==> config.mk <==
export PLATFORM = sky130hd
export DESIGN_NAME = veda_fetch
export DESIGN_NICKNAME = d
export VERILOG_FILES = /design/src/rtl/veda_fetch.sv
export SDC_FILE = /design/constraint.sdc
export NUM_CORES = 1
export LEC_CHECK = 0
export CORE_ASPECT_RATIO = 0.6
export CORE_MARGIN = 2
export CORE_UTILIZATION = 63
export CTS_CLUSTER_SIZE = 10
export DETAILED_ROUTE_END_ITERATION = 16
export DONT_BUFFER_PORTS = 1
export PLACE_DENSITY = 0.79
export SLEW_MARGIN = 20
export SYNTH_ARGS = -nofsm -noshare
export SYNTH_HDL_FRONTEND = slang
export SYNTH_SLANG_ARGS = --single-unit
==> constraint.sdc <==
create_clock -name clk -period 2.3 [get_ports clk]
set_clock_uncertainty 0.15 [all_clocks]
set_input_delay 0.23 -clock clk [delete_from_list [all_inputs] [get_ports clk]]
set_output_delay 0.23 -clock clk [all_outputs]
set_load 0.05 [all_outputs]
==> src/rtl/veda_fetch.sv <==
// veda_fetch: instruction-fetch stage in front of the unified memory.
// It keeps one fetch request in flight against a memory with a one-cycle
// read latency. Responses go to the decode output register, or to a 1-entry
// skid buffer when decode is stalled. It also handles branch redirects, a halt
// opcode, and a count of instructions accepted by decode.
module veda_fetch #(
  parameter int                  ADDR_W      = 9,
  parameter int                  DATA_W      = 32,
  parameter logic [ADDR_W-1:0]   RESET_PC    = {ADDR_W{1'b0}},
  parameter logic [5:0]          HALT_OPCODE = 6'b111111,
  parameter int                  CNT_W       = 16
) (
  input  logic              clk,
  input  logic              rst,
  output logic              mem_w_en,
  output logic              mem_mode,
  output logic [ADDR_W-1:0] mem_addr,
  input  logic [DATA_W-1:0] mem_rdata,
  input  logic              branch_valid,
  input  logic [ADDR_W-1:0] branch_target,
  input  logic              instr_ready,
  output logic              instr_valid,
  output logic [DATA_W-1:0] instr,
  output logic [ADDR_W-1:0] instr_pc,
  output logic              halted,
  output logic [CNT_W-1:0]  fetch_count
);

  typedef enum logic [0:0] {
    ST_RUN    = 1'b0,
    ST_HALTED = 1'b1
  } state_t;

  localparam logic [ADDR_W-1:0] PC_ONE  = {{(ADDR_W-1){1'b0}}, 1'b1};
  localparam logic [CNT_W-1:0]  CNT_ONE = {{(CNT_W-1){1'b0}}, 1'b1};

  // Opcode field of an instruction word equals the halt opcode.
  function automatic logic is_halt_word(input logic [DATA_W-1:0] word);
    return (word[DATA_W-1:DATA_W-6] == HALT_OPCODE);
  endfunction

  state_t              state_r;
  logic [ADDR_W-1:0]   pc_r;
  logic                req_valid_r;
  logic [ADDR_W-1:0]   req_pc_r;
  logic                skid_valid_r;
  logic [DATA_W-1:0]   skid_instr_r;
  logic [ADDR_W-1:0]   skid_pc_r;
  logic                instr_valid_r;
  logic [DATA_W-1:0]   instr_r;
  logic [ADDR_W-1:0]   instr_pc_r;
  logic                halted_r;
  logic [CNT_W-1:0]    fetch_count_r;

  logic                accept_s;
  logic                out_free_s;
  logic                halt_hit_s;
  logic                issue_s;

  // The memory port is always driven in instruction-read mode from the PC.
  assign mem_w_en    = 1'b0;
  assign mem_mode    = 1'b1;
  assign mem_addr    = pc_r;

  assign instr_valid = instr_valid_r;
  assign instr       = instr_r;
  assign instr_pc    = instr_pc_r;
  assign halted      = halted_r;
  assign fetch_count = fetch_count_r;

  // Handshake, halt-detect and issue decisions for the current cycle.
  always_comb begin
    accept_s   = instr_valid_r & instr_ready;
    out_free_s = ~instr_valid_r | instr_ready;
    if (accept_s) begin
      halt_hit_s = is_halt_word(instr_r);
    end else begin
      halt_hit_s = 1'b0;
    end
    // Do not issue when the skid entry is occupied, or when the response
    // already in flight would itself have to park in the skid buffer.
    if (state_r == ST_RUN) begin
      issue_s = ~skid_valid_r & ~(req_valid_r & instr_valid_r & ~instr_ready);
    end else begin
      issue_s = 1'b0;
    end
  end

  // Fetch state machine: PC, in-flight request, skid buffer, output register.
  always_ff @(posedge clk) begin
    if (rst) begin
      state_r       <= ST_RUN;
      pc_r          <= RESET_PC;
      req_valid_r   <= 1'b0;
      req_pc_r      <= {ADDR_W{1'b0}};
      skid_valid_r  <= 1'b0;
      skid_instr_r  <= {DATA_W{1'b0}};
      skid_pc_r     <= {ADDR_W{1'b0}};
      instr_valid_r <= 1'b0;
      instr_r       <= {DATA_W{1'b0}};
      instr_pc_r    <= {ADDR_W{1'b0}};
      halted_r      <= 1'b0;
      fetch_count_r <= {CNT_W{1'b0}};
    end else begin
      // An instruction taken by decode counts even in a redirect cycle.
      if (accept_s) begin
        fetch_count_r <= fetch_count_r + CNT_ONE;
      end

      if (branch_valid) begin
        // Redirect squashes everything in flight and leaves HALTED.
        state_r       <= ST_RUN;
        pc_r          <= branch_target;
        req_valid_r   <= 1'b0;
        skid_valid_r  <= 1'b0;
        instr_valid_r <= 1'b0;
        halted_r      <= 1'b0;
      end else begin
        case (state_r)
          ST_RUN: begin
            if (halt_hit_s) begin
              // The halt word itself was delivered this cycle. Prefetched
              // words behind it are dropped, and the PC stays put.
              state_r       <= ST_HALTED;
              halted_r      <= 1'b1;
              req_valid_r   <= 1'b0;
              skid_valid_r  <= 1'b0;
              instr_valid_r <= 1'b0;
            end else begin
              if (issue_s) begin
                req_valid_r <= 1'b1;
                req_pc_r    <= pc_r;
                pc_r        <= pc_r + PC_ONE;
              end else begin
                req_valid_r <= 1'b0;
              end

              if (out_free_s) begin
                if (skid_valid_r) begin
                  // The older skid entry goes out first. A response arriving
                  // now takes its place in the skid buffer.
                  instr_r       <= skid_instr_r;
                  instr_pc_r    <= skid_pc_r;
                  instr_valid_r <= 1'b1;
                  if (req_valid_r) begin
                    skid_instr_r <= mem_rdata;
                    skid_pc_r    <= req_pc_r;
                    skid_valid_r <= 1'b1;
                  end else begin
                    skid_valid_r <= 1'b0;
                  end
                end else if (req_valid_r) begin
                  instr_r       <= mem_rdata;
                  instr_pc_r    <= req_pc_r;
                  instr_valid_r <= 1'b1;
                end else begin
                  instr_valid_r <= 1'b0;
                end
              end else begin
                // Output is stalled: hold it and park any response.
                if (req_valid_r) begin
                  skid_instr_r <= mem_rdata;
                  skid_pc_r    <= req_pc_r;
                  skid_valid_r <= 1'b1;
                end else begin
                  skid_valid_r <= skid_valid_r;
                end
              end
            end
          end
          ST_HALTED: begin
            // Only reset or a redirect leaves this state.
            req_valid_r   <= 1'b0;
            skid_valid_r  <= 1'b0;
            instr_valid_r <= 1'b0;
            halted_r      <= 1'b1;
          end
          default: begin
            state_r       <= ST_RUN;
            req_valid_r   <= 1'b0;
            skid_valid_r  <= 1'b0;
            instr_valid_r <= 1'b0;
            halted_r      <= 1'b0;
          end
        endcase
      end
    end
  end

endmodule

==> results of run 1 <==
## layout make-up
cell class / count / area (um2)
clock inverters: 12 / 149
well taps: 112 / 140
multi-input cells: 405 / 2870
flip-flops and latches: 121 / 2420
repair buffers: 121 / 1170
clock buffers: 20 / 457
inverters: 6 / 22.5
fillers: 465 / 1260
## power by group through the flow
stage	clock network (mW)	registers, mW	logic, mW
after global routing	2.82	2.32	0.539
after global placement	0	2.36	0.326
after floorplan	0	2.41	0.225
after detailed placement	0	2.36	0.336
after CTS	2.72	2.32	0.458
final	2.73	2.32	0.503
## cells by family after synthesis
family	synth area share
simple gates	0.174
xor+xnor	0.0144
fa+ha+maj	0.00456
flops	0.442
buf+inv	0.0454
compound gates	0.167
other cells	0.00137
mux	0.151
## flip-flops by register name (all words and copies together), names as in the netlist
| signal | cells |
|---|---|
| fetch_count | 16 |
| skid_pc_r | 9 |
| req_pc_r | 9 |
| req_valid_r | 1 |
| instr | 32 |
| instr_pc | 9 |
| skid_instr_r | 32 |
| state_r | 1 |
| instr_valid | 1 |
| mem_addr | 9 |
| halted | 1 |
| skid_valid_r | 1 |
## layer usage
layer / part of all wire / vias to the layer above / wire length [um]
li1: - / 2287 / -
met5: 0 / - / 0
met1: 0.43 / 2368 / 6670
met4: 0.017 / 0 / 270
met2: 0.48 / 183 / 7490
met3: 0.066 / 26 / 1020
## stage by stage
stage                     hold WS, ns  cells
after global placement          0.159    685
after detailed placement        0.162    685
after CTS                      0.0256    787
after global routing           0.0692    797
final                          0.0415    797
after floorplan                 0.235    584
## synthesized netlist by cell type (8+ instances only)
| master | number |
|---|---|
| a21oi_1 | 59 |
| nand2b_1 | 82 |
| a211oi_1 | 41 |
| clkbuf_1 | 35 |
| xor2_1 | 8 |
| nand4_1 | 10 |
| nor2_1 | 24 |
| nand2_1 | 8 |
| dfxtp_1 | 121 |
| mux2i_1 | 83 |
| nand3_1 | 17 |
| a311oi_1 | 9 |
| o21ai_0 | 16 |
| buf_2 | 10 |
## how the worst min path moves through the flow
stage / from / end / slack [ns] / cells after the start
2_1_floorplan: mem_rdata[10] / skid_instr_r[10] / 0.24 / 2
3_3_place_gp: branch_valid / state_r / 0.16 / 1
3_5_place_dp: branch_valid / req_valid_r / 0.16 / 1
4_1_cts: branch_valid / mem_addr[5] / 0.03 / 2
5_1_grt: branch_valid / mem_addr[5] / 0.07 / 2
6_report: branch_valid / mem_addr[5] / 0.04 / 2
## timing repair
| action | 4_1_cts | 5_1_grt |
|---|---|---|
| buffers inserted | 0 | 7 |
| setup endpoints to repair | 0 | 17 |
| hold buffers | 70 | 0 |
| endpoints found under the hold margin | 121 | 0 |
| resized for setup | 0 | 11 |
## worst max-delay path, cell delays in order, from the launching register on
cell and delay (ns):
dfxtp_1 0.33, and4_1 0.24, a211oi_4 0.24, buf_4 0.20, buf_12 0.15, a21oi_1 0.06
a211oi_1 0.24, dlygate4sd3_1 0.58
==> flow_metrics.tcl, run 1 <==
set metrics [dict create \
    switchingPower_mw 1.42 \
    power_frac_clock 0.492 \
    wire_per_inst_um 19.4 \
    synth_edf_count 0 \
    synth_top_area_cell "dfxtp_1" \
    fp-row-count 26 \
    numCtsBuffers 17 \
    path_max_fanout 10 \
    num-nets-final 719 \
    hold_violations 0 \
    grt_max_degree 136 \
    slew_violations 0 \
    drc_errors 0 \
    worstRegToRegCells 7 \
    die_area_mm2 0.00949 \
    ys_seq_area_frac 0.442 \
    fin_ws_ns 0.0428 \
    tightest_slew_ns 0.672 \
    internal_power_mw 4.13 \
    critPathLaunchType "flip-flop" \
    grt_pass1_vias 4712 \
    area.growth.synth_to_final_pct 31.9 \
    antenna_found_initial 0 \
    total_power_mw 5.55 \
    ios 115 \
    ys_async_sr_fraction 0 \
    cts_sinks 121 \
    met2_usage 0.495 \
    period_needed_ns 2.26 \
    synth_flop_cell "dfxtp_1" \
    h-tree-depth 4 \
    switching_share 0.255 \
    finish.utilization 0.852 \
    finalCritPeriodShare 0.981 \
    setup_tns_ns 0 \
    grt_first_pass_wirelength_um 24000 \
    min_path_type "primary input to flip-flop" \
    synth_area_per_cell_um2 9.39 \
    cts-root-buf "clkbuf_16" \
    post-place-ws_ns 0.434 \
    cts_tree "built" \
    drt_wl_total_um 15400 \
    synth_nets 631 \
    final_common_cell "dfxtp_1" \
    synth_warnings 0 \
    syn_area_mm2 0.00549 \
    r2r-end "instr[12]" \
    clockBufferDepth 2 \
    grtUsageTotal 0.313 \
    fp.dieW_um 124 \
    max_freq_ghz 0.443 \
    start_util 0.646 \
    maxSlewHeadroom 0.551 \
    netlist_instances 584 \
    hpwl_um 7980 \
    coreArea_mm2 0.00849 \
    status "complete, no violations" \
    synth_top_area_frac 0.442 \
    vias 4864 \
    dieHeight_um 76.3 \
    cts.clk_slew.worst_paths_ns 0.06 \
    ys_ff_latch 121 \
    p_leak_nw 2.53 \
    layout_common_cells "120 x dfxtp_1, 83 x mux2i_1, 82 x nand2b_1" \
    max_cap_violations 0 \
    dr.pass1.iters 5 \
    stdcell_area_mm2 0.00723 \
    power_frac_comb 0.091 \
    clock_latency_ns 0.41 \
    seqPwrFrac 0.418 \
    grt_use_met1 0.406 \
    via_per_inst 6.10 \
    synth_cell_type_count 41 \
    rrSetupSlack_ns 0.04 \
    grt_overflow 0 \
    ant_nets 0 \
    crit_type "flip-flop to flip-flop" \
    synth_area_leaders "dfxtp_1 44%, mux2i_1 15%, nand2b_1 9.4%" \
    drive_above_1_share 0.143 \
    cp-startpoint "instr[28]" \
    irDropWorstVdd_uv 597 \
    r2r_start "instr[28]" \
    gp_congestion 0.848 \
    grt_util_met3 0.0808 \
    crit_path_end_kind "flip-flop" \
    portBuffers 0 \
    antenna_cells 0 \
    powerDensity_mw_per_mm2 767 \
    drt_iter0_markers 458 \
    setup_violations 0 \
    crit_end "instr[12]" \
    gr-max-usage-layer "met2" \
    worstPathRequired_ns 2.50 \
    crit_arrival_ns 2.46 \
    dpl_cell_area_mm2 0.00576 \
]
(Power assumes the default switching activity.)
==> inputs of run 2 (changes only) <==
--- a/config.mk
+++ b/config.mk
@@ -5,6 +5,7 @@
 export SDC_FILE = /design/constraint.sdc
 export NUM_CORES = 1
 export LEC_CHECK = 0
+export ABC_AREA = 1
 export CORE_ASPECT_RATIO = 0.6
 export CORE_MARGIN = 2
 export CORE_UTILIZATION = 63
@@ -12,7 +13,6 @@
 export DETAILED_ROUTE_END_ITERATION = 16
 export DONT_BUFFER_PORTS = 1
 export PLACE_DENSITY = 0.79
-export SLEW_MARGIN = 20
 export SYNTH_ARGS = -nofsm -noshare
 export SYNTH_HDL_FRONTEND = slang
 export SYNTH_SLANG_ARGS = --single-unit
==> flow_metrics.tcl, run 2 <==
set metrics [dict create \
    critPathLaunchType "primary input" \
    worstRegToRegCells 9 \
    r2r-end "mem_addr[6]" \
    path_max_fanout 41 \
    ys_seq_area_frac 0.443 \
    finalCritPeriodShare 0.929 \
    ios 115 \
    status "complete, no violations" \
    synthTopCellsByCount "250 x nand2_1, 132 x nor2_1, 121 x dfxtp_1" \
    synth_cell_type_count 37 \
    start_util 0.646 \
    drc_errors 0 \
    antenna_found_initial 0 \
    clock_latency_ns 0.41 \
    powerDensity_mw_per_mm2 803 \
    die_area_mm2 0.00946 \
    synth_area_per_cell_um2 7.10 \
    crit_path_end_kind "flip-flop" \
    tightest_slew_ns 0.870 \
    ys_async_sr_fraction 0 \
    h-tree-depth 4 \
    coreArea_mm2 0.00846 \
    synth_edf_count 0 \
    switching_share 0.241 \
    maxSlewHeadroom 0.419 \
    met2_usage 0.479 \
    grt_first_pass_wirelength_um 24100 \
    dpl_cell_area_mm2 0.00558 \
    gp_congestion 0.881 \
    stdcell_area_mm2 0.00665 \
    synth_nets 817 \
    netlist_instances 770 \
    hpwl_um 8670 \
    total_power_mw 5.34 \
    final_common_cell "nand2_1" \
    irDropWorstVdd_uv 660 \
    vias 5151 \
    worstPathRequired_ns 2.44 \
    cp-startpoint "instr_ready" \
    grt_overflow 0 \
    clockBufferDepth 2 \
    hold_violations 0 \
    synth_top_area_cell "dfxtp_1" \
    p_leak_nw 2.89 \
    min_path_type "primary input to flip-flop" \
    crit_end "skid_instr_r[21]" \
    grt_util_met3 0.0920 \
    seqPwrFrac 0.421 \
    finalNonFillerCells 954 \
    cts_sinks 121 \
    rrSetupSlack_ns 0.19 \
    place_inst 877 \
    grt_pass1_vias 4999 \
    post_cts_buffers 0 \
    antenna_cells 0 \
    setup_violations 0 \
    via_per_inst 5.40 \
    crit_slowest_cell "dlygate4sd3_1" \
    synth_warnings 0 \
    r2r_start "skid_valid_r" \
    critPathMaxStageDelay_ns 0.57 \
    area.growth.synth_to_final_pct 21.7 \
    drt_iter0_markers 446 \
    dieHeight_um 76.2 \
    numCtsBuffers 17 \
    synth_area_leaders "dfxtp_1 44%, nand2_1 17%, nor2_1 9.1%" \
    rsz0062_at_grt "no" \
    cts_tree "built" \
    crit_arrival_ns 2.28 \
    grtUsageTotal 0.311 \
    fin_ws_ns 0.164 \
    drt_wl_total_um 14300 \
    power_frac_comb 0.076 \
    internal_power_mw 4.06 \
    synth_top_area_frac 0.443 \
    cts.clk_slew.worst_paths_ns 0.05 \
    switchingPower_mw 1.29 \
    period_needed_ns 2.14 \
    max_freq_ghz 0.468 \
    ys_ff_latch 121 \
    synth_flop_cell "dfxtp_1" \
    layout_common_cells "250 x nand2_1, 132 x nor2_1, 120 x dfxtp_1" \
    gr-max-usage-layer "met2" \
    path_cells "dlygate4sd3_1, nand2_2, nor2_2, nand2_2, nand2_4, nor2_4, inv_4, nor2_1, nor2_1" \
    fp.dieW_um 124 \
    wire_per_inst_um 15.0 \
    post-place-ws_ns -0.216 \
    portBuffers 0 \
    crit_type "primary input to flip-flop" \
    power_frac_clock 0.503 \
    post-synth-top-count-cell "nand2_1" \
    fp-row-count 26 \
    slew_violations 0 \
    grt_use_met1 0.416 \
    grt_max_degree 65 \
    ant_nets 0 \
    num-nets-final 876 \
    dr.pass1.iters 6 \
    syn_area_mm2 0.00547 \
    drive_above_1_share 0.157 \
    max_cap_violations 0 \
    cts-root-buf "clkbuf_16" \
]
run 2: metal layers:
| metal | vias up | part of all wire |
|---|---|---|
| met5 | - | 0 |
| met4 | 0 | 0.019 |
| met3 | 34 | 0.078 |
| met2 | 208 | 0.44 |
| met1 | 2361 | 0.46 |
| li1 | 2548 | - |
run 2: power by group through the flow:
| stage | registers [mW] | logic (mW) | clock network [mW] |
|---|---|---|---|
| 2_1_floorplan | 2.34 | 0.214 | 0 |
| 5_1_grt | 2.25 | 0.444 | 2.80 |
| 6_report | 2.25 | 0.408 | 2.69 |
| 3_5_place_dp | 2.29 | 0.303 | 0 |
| 3_3_place_gp | 2.29 | 0.295 | 0 |
| 4_1_cts | 2.25 | 0.402 | 2.70 |
run 2: per-stage QoR:
stage | utilization | TNS, ns | hold WS [ns]
after CTS | 0.786 | 0 | 0.0191
final | 0.787 | 0 | 0.0319
after global routing | 0.787 | 0 | 0.0365
after floorplan | - | 0 | 0.215
after detailed placement | 0.660 | -6.35 | 0.149
after global placement | 0.660 | -2.32 | 0.148
run 2: how the worst min path moves through the flow:
| stage | from | endpoint | slack, ns | cells past startpoint |
|---|---|---|---|---|
| finish | branch_valid | mem_addr[5] | 0.03 | 5 |
| global route | rst | instr[31] | 0.04 | 2 |
| CTS | branch_valid | mem_addr[4] | 0.02 | 5 |
| detailed placement | rst | instr[9] | 0.15 | 1 |
| global placement | rst | instr[9] | 0.15 | 1 |
| floorplan | mem_rdata[29] | skid_instr_r[29] | 0.21 | 2 |
run 2: cells by family after synthesis:
logic type | Yosys count | synth area share
DFF | 121 | 0.443
xor gates and xnor gates | 4 | 0.00641
and+or+nand+nor | 426 | 0.316
buffers and inverters | 83 | 0.0838
adders and majority gates | 2 | 0.00458
other | 2 | 0.00137
AOI/OAI and AO/OA | 132 | 0.145
run 2: timing repair:
| item | in CTS | in global routing |
|---|---|---|
| cloned | 1 | 0 |
| hold endpoints to repair | 91 | 0 |
| setup endpoints to repair | 41 | 41 |
| hold buffers | 44 | 0 |
| resized for setup | 0 | 2 |
| pin swaps | 1 | 0 |
run 2: cell type report:
type / count / area (um2)
multi-input combinational: 567 / 2590
inverter: 42 / 165
fill: 608 / 1810
clock inverter: 7 / 87.6
timing repair buffer: 80 / 728
sequential: 121 / 2420
tap: 112 / 140
clock buffer: 25 / 515
run 2: critical path, delay by kind of cell:
family	cells	cell delay [ns]
AND/OR/NAND/NOR	7	1.16
buffers and inverters	2	0.86
==> inputs of run 3 (changes only) <==
--- a/config.mk
+++ b/config.mk
@@ -8,11 +8,10 @@
 export ABC_AREA = 1
 export CORE_ASPECT_RATIO = 0.6
 export CORE_MARGIN = 2
-export CORE_UTILIZATION = 63
+export CORE_UTILIZATION = 33
 export CTS_CLUSTER_SIZE = 10
 export DETAILED_ROUTE_END_ITERATION = 16
 export DONT_BUFFER_PORTS = 1
-export PLACE_DENSITY = 0.79
 export SYNTH_ARGS = -nofsm -noshare
 export SYNTH_HDL_FRONTEND = slang
 export SYNTH_SLANG_ARGS = --single-unit
==> flow_metrics.tcl, run 3 (same netlist as run 2, synthesis figures left out) <==
set metrics [dict create \
    via_per_inst 4.62 \
    grt_first_pass_wirelength_um 24200 \
    antenna_cells 0 \
    critPathLaunchType "primary input" \
    h-tree-depth 4 \
    grt_pass1_vias 4472 \
    final_common_cell "nand2_1" \
    drt_wl_total_um 15100 \
    area.growth.synth_to_final_pct 23.3 \
    antenna_found_initial 0 \
    rsz0062_at_grt "no" \
    dpl_cell_area_mm2 0.00572 \
    coreArea_mm2 0.0162 \
    worstPathRequired_ns 2.50 \
    path_cells "dlygate4sd3_1, inv_1, nand2_1, inv_2, o21ai_2, nor2_2, o21ai_0, nor2_1" \
    drive_above_1_share 0.156 \
    slew_violations 0 \
    portBuffers 0 \
    crit_slowest_cell "nor2_2" \
    path_max_fanout 21 \
    grtUsageTotal 0.176 \
    finish.utilization 0.416 \
    grt_overflow 0 \
    whs_endpoint "mem_addr[7]" \
    path_depth 8 \
    crit_family "simple AND/OR/NAND/NOR gates" \
    num-fill-cells 1687 \
    cts_sinks 121 \
    drt_iter0_markers 366 \
    drc_errors 0 \
    crit_arrival_ns 2.26 \
    min_path_type "primary input to flip-flop" \
    cts-root-buf "clkbuf_16" \
    cts.clk_slew.worst_paths_ns 0.05 \
    num-nets-final 877 \
    finalCritPeriodShare 0.894 \
    ctsResizeCount 0 \
    gp_congestion 0.813 \
    worstRegToRegCells 6 \
    status "complete, no violations" \
    setup_violations 0 \
    cts_tree "built" \
    post_cts_buffers 0 \
    vias 4860 \
    post-place-ws_ns -0.165 \
    fin_ws_ns 0.245 \
    ant_nets 0 \
    clock_latency_ns 0.42 \
    r2r-end "skid_instr_r[24]" \
    layout_common_cells "250 x nand2_1, 132 x nor2_1, 120 x dfxtp_1" \
    multi_input_area_mm2 0.00260 \
    maxSlewHeadroom 0.317 \
    dieHeight_um 104 \
    crit_path_end_kind "flip-flop" \
    crit_buf_inv 3 \
    whs_path_depth 3 \
    fp-row-count 36 \
    irDropWorstVdd_uv 374 \
    p_leak_nw 2.86 \
    crit_type "primary input to flip-flop" \
    fp.dieW_um 170 \
    seqCellArea_mm2 0.00242 \
    die_area_mm2 0.0176 \
    hpwl_um 9280 \
    wire_per_inst_um 14.4 \
    tightest_slew_ns 1.02 \
    grt_max_degree 65 \
    hold_start "branch_target[7]" \
    total_power_mw 5.22 \
    period_needed_ns 2.06 \
    rrSetupSlack_ns 0.27 \
    clockBufferDepth 2 \
    max_cap_violations 0 \
    critPathMaxStageDelay_ns 0.80 \
    stdcell_area_mm2 0.00674 \
    start_util 0.337 \
    dr.pass1.iters 5 \
    powerDensity_mw_per_mm2 775 \
    numCtsBuffers 17 \
    hold_violations 0 \
    r2r_start "instr_valid" \
    ios 115 \
    max_freq_ghz 0.487 \
]
[run 3: where the power goes]
group / internal, mW / switching (mW)
logic: 0.147 / 0.262
clock network: 1.60 / 0.963
registers: 2.15 / 0.0966
[run 3: final cells by class]
class / instances / share of cell area
Clock buffer: 22 / 0.0674
Clock inverter: 9 / 0.0149
Inverter: 42 / 0.0241
Multi-Input combinational cell: 568 / 0.386
Sequential cell: 121 / 0.360
Tap cell: 209 / 0.0388
Timing Repair Buffer: 80 / 0.110
[run 3: worst max-delay path by stage]
stage | start | endpoint
after floorplan | instr_valid | instr[0]
after global placement | instr_valid | skid_instr_r[8]
after detailed placement | instr_valid | skid_instr_r[26]
after CTS | instr_valid | skid_instr_r[26]
after global routing | instr_valid | skid_instr_r[9]
final | instr_ready | skid_instr_r[24]
[run 3: metrics by stage]
stage                     std cells  TNS (ns)  hold slack [ns]
after global routing           1051         0           0.0340
after detailed placement        975     -3.44            0.151
after global placement          975     -1.27            0.152
final                          1051         0           0.0139
after CTS                      1050         0          0.00132
after floorplan                 770         0            0.215
[run 3: worst reg2reg max path, delay by kind of cell (launching register included)]
kind | cells | cell delay (ns)
buf+inv | 1 | 0.09
flops | 1 | 0.39
simple gates | 3 | 1.05
compound gates | 2 | 0.29
[run 3: timing repair]
| item | in CTS | in global routing |
|---|---|---|
| setup endpoints to repair | 24 | 21 |
| gates cloned | 1 | 1 |
| pin swaps | 1 | 1 |
| hold endpoints to repair | 90 | 0 |
| hold buffers | 43 | 0 |
[run 3: layer usage]
layer	vias to the layer above	part of all wire	routed length (um)	track usage
met3	13	0.088	1320	0.0650
met5	-	0	0	0
met1	2156	0.52	7930	0.263
met2	150	0.38	5730	0.231
li1	2541	-	-	-
met4	0	0.0082	124	0.0507
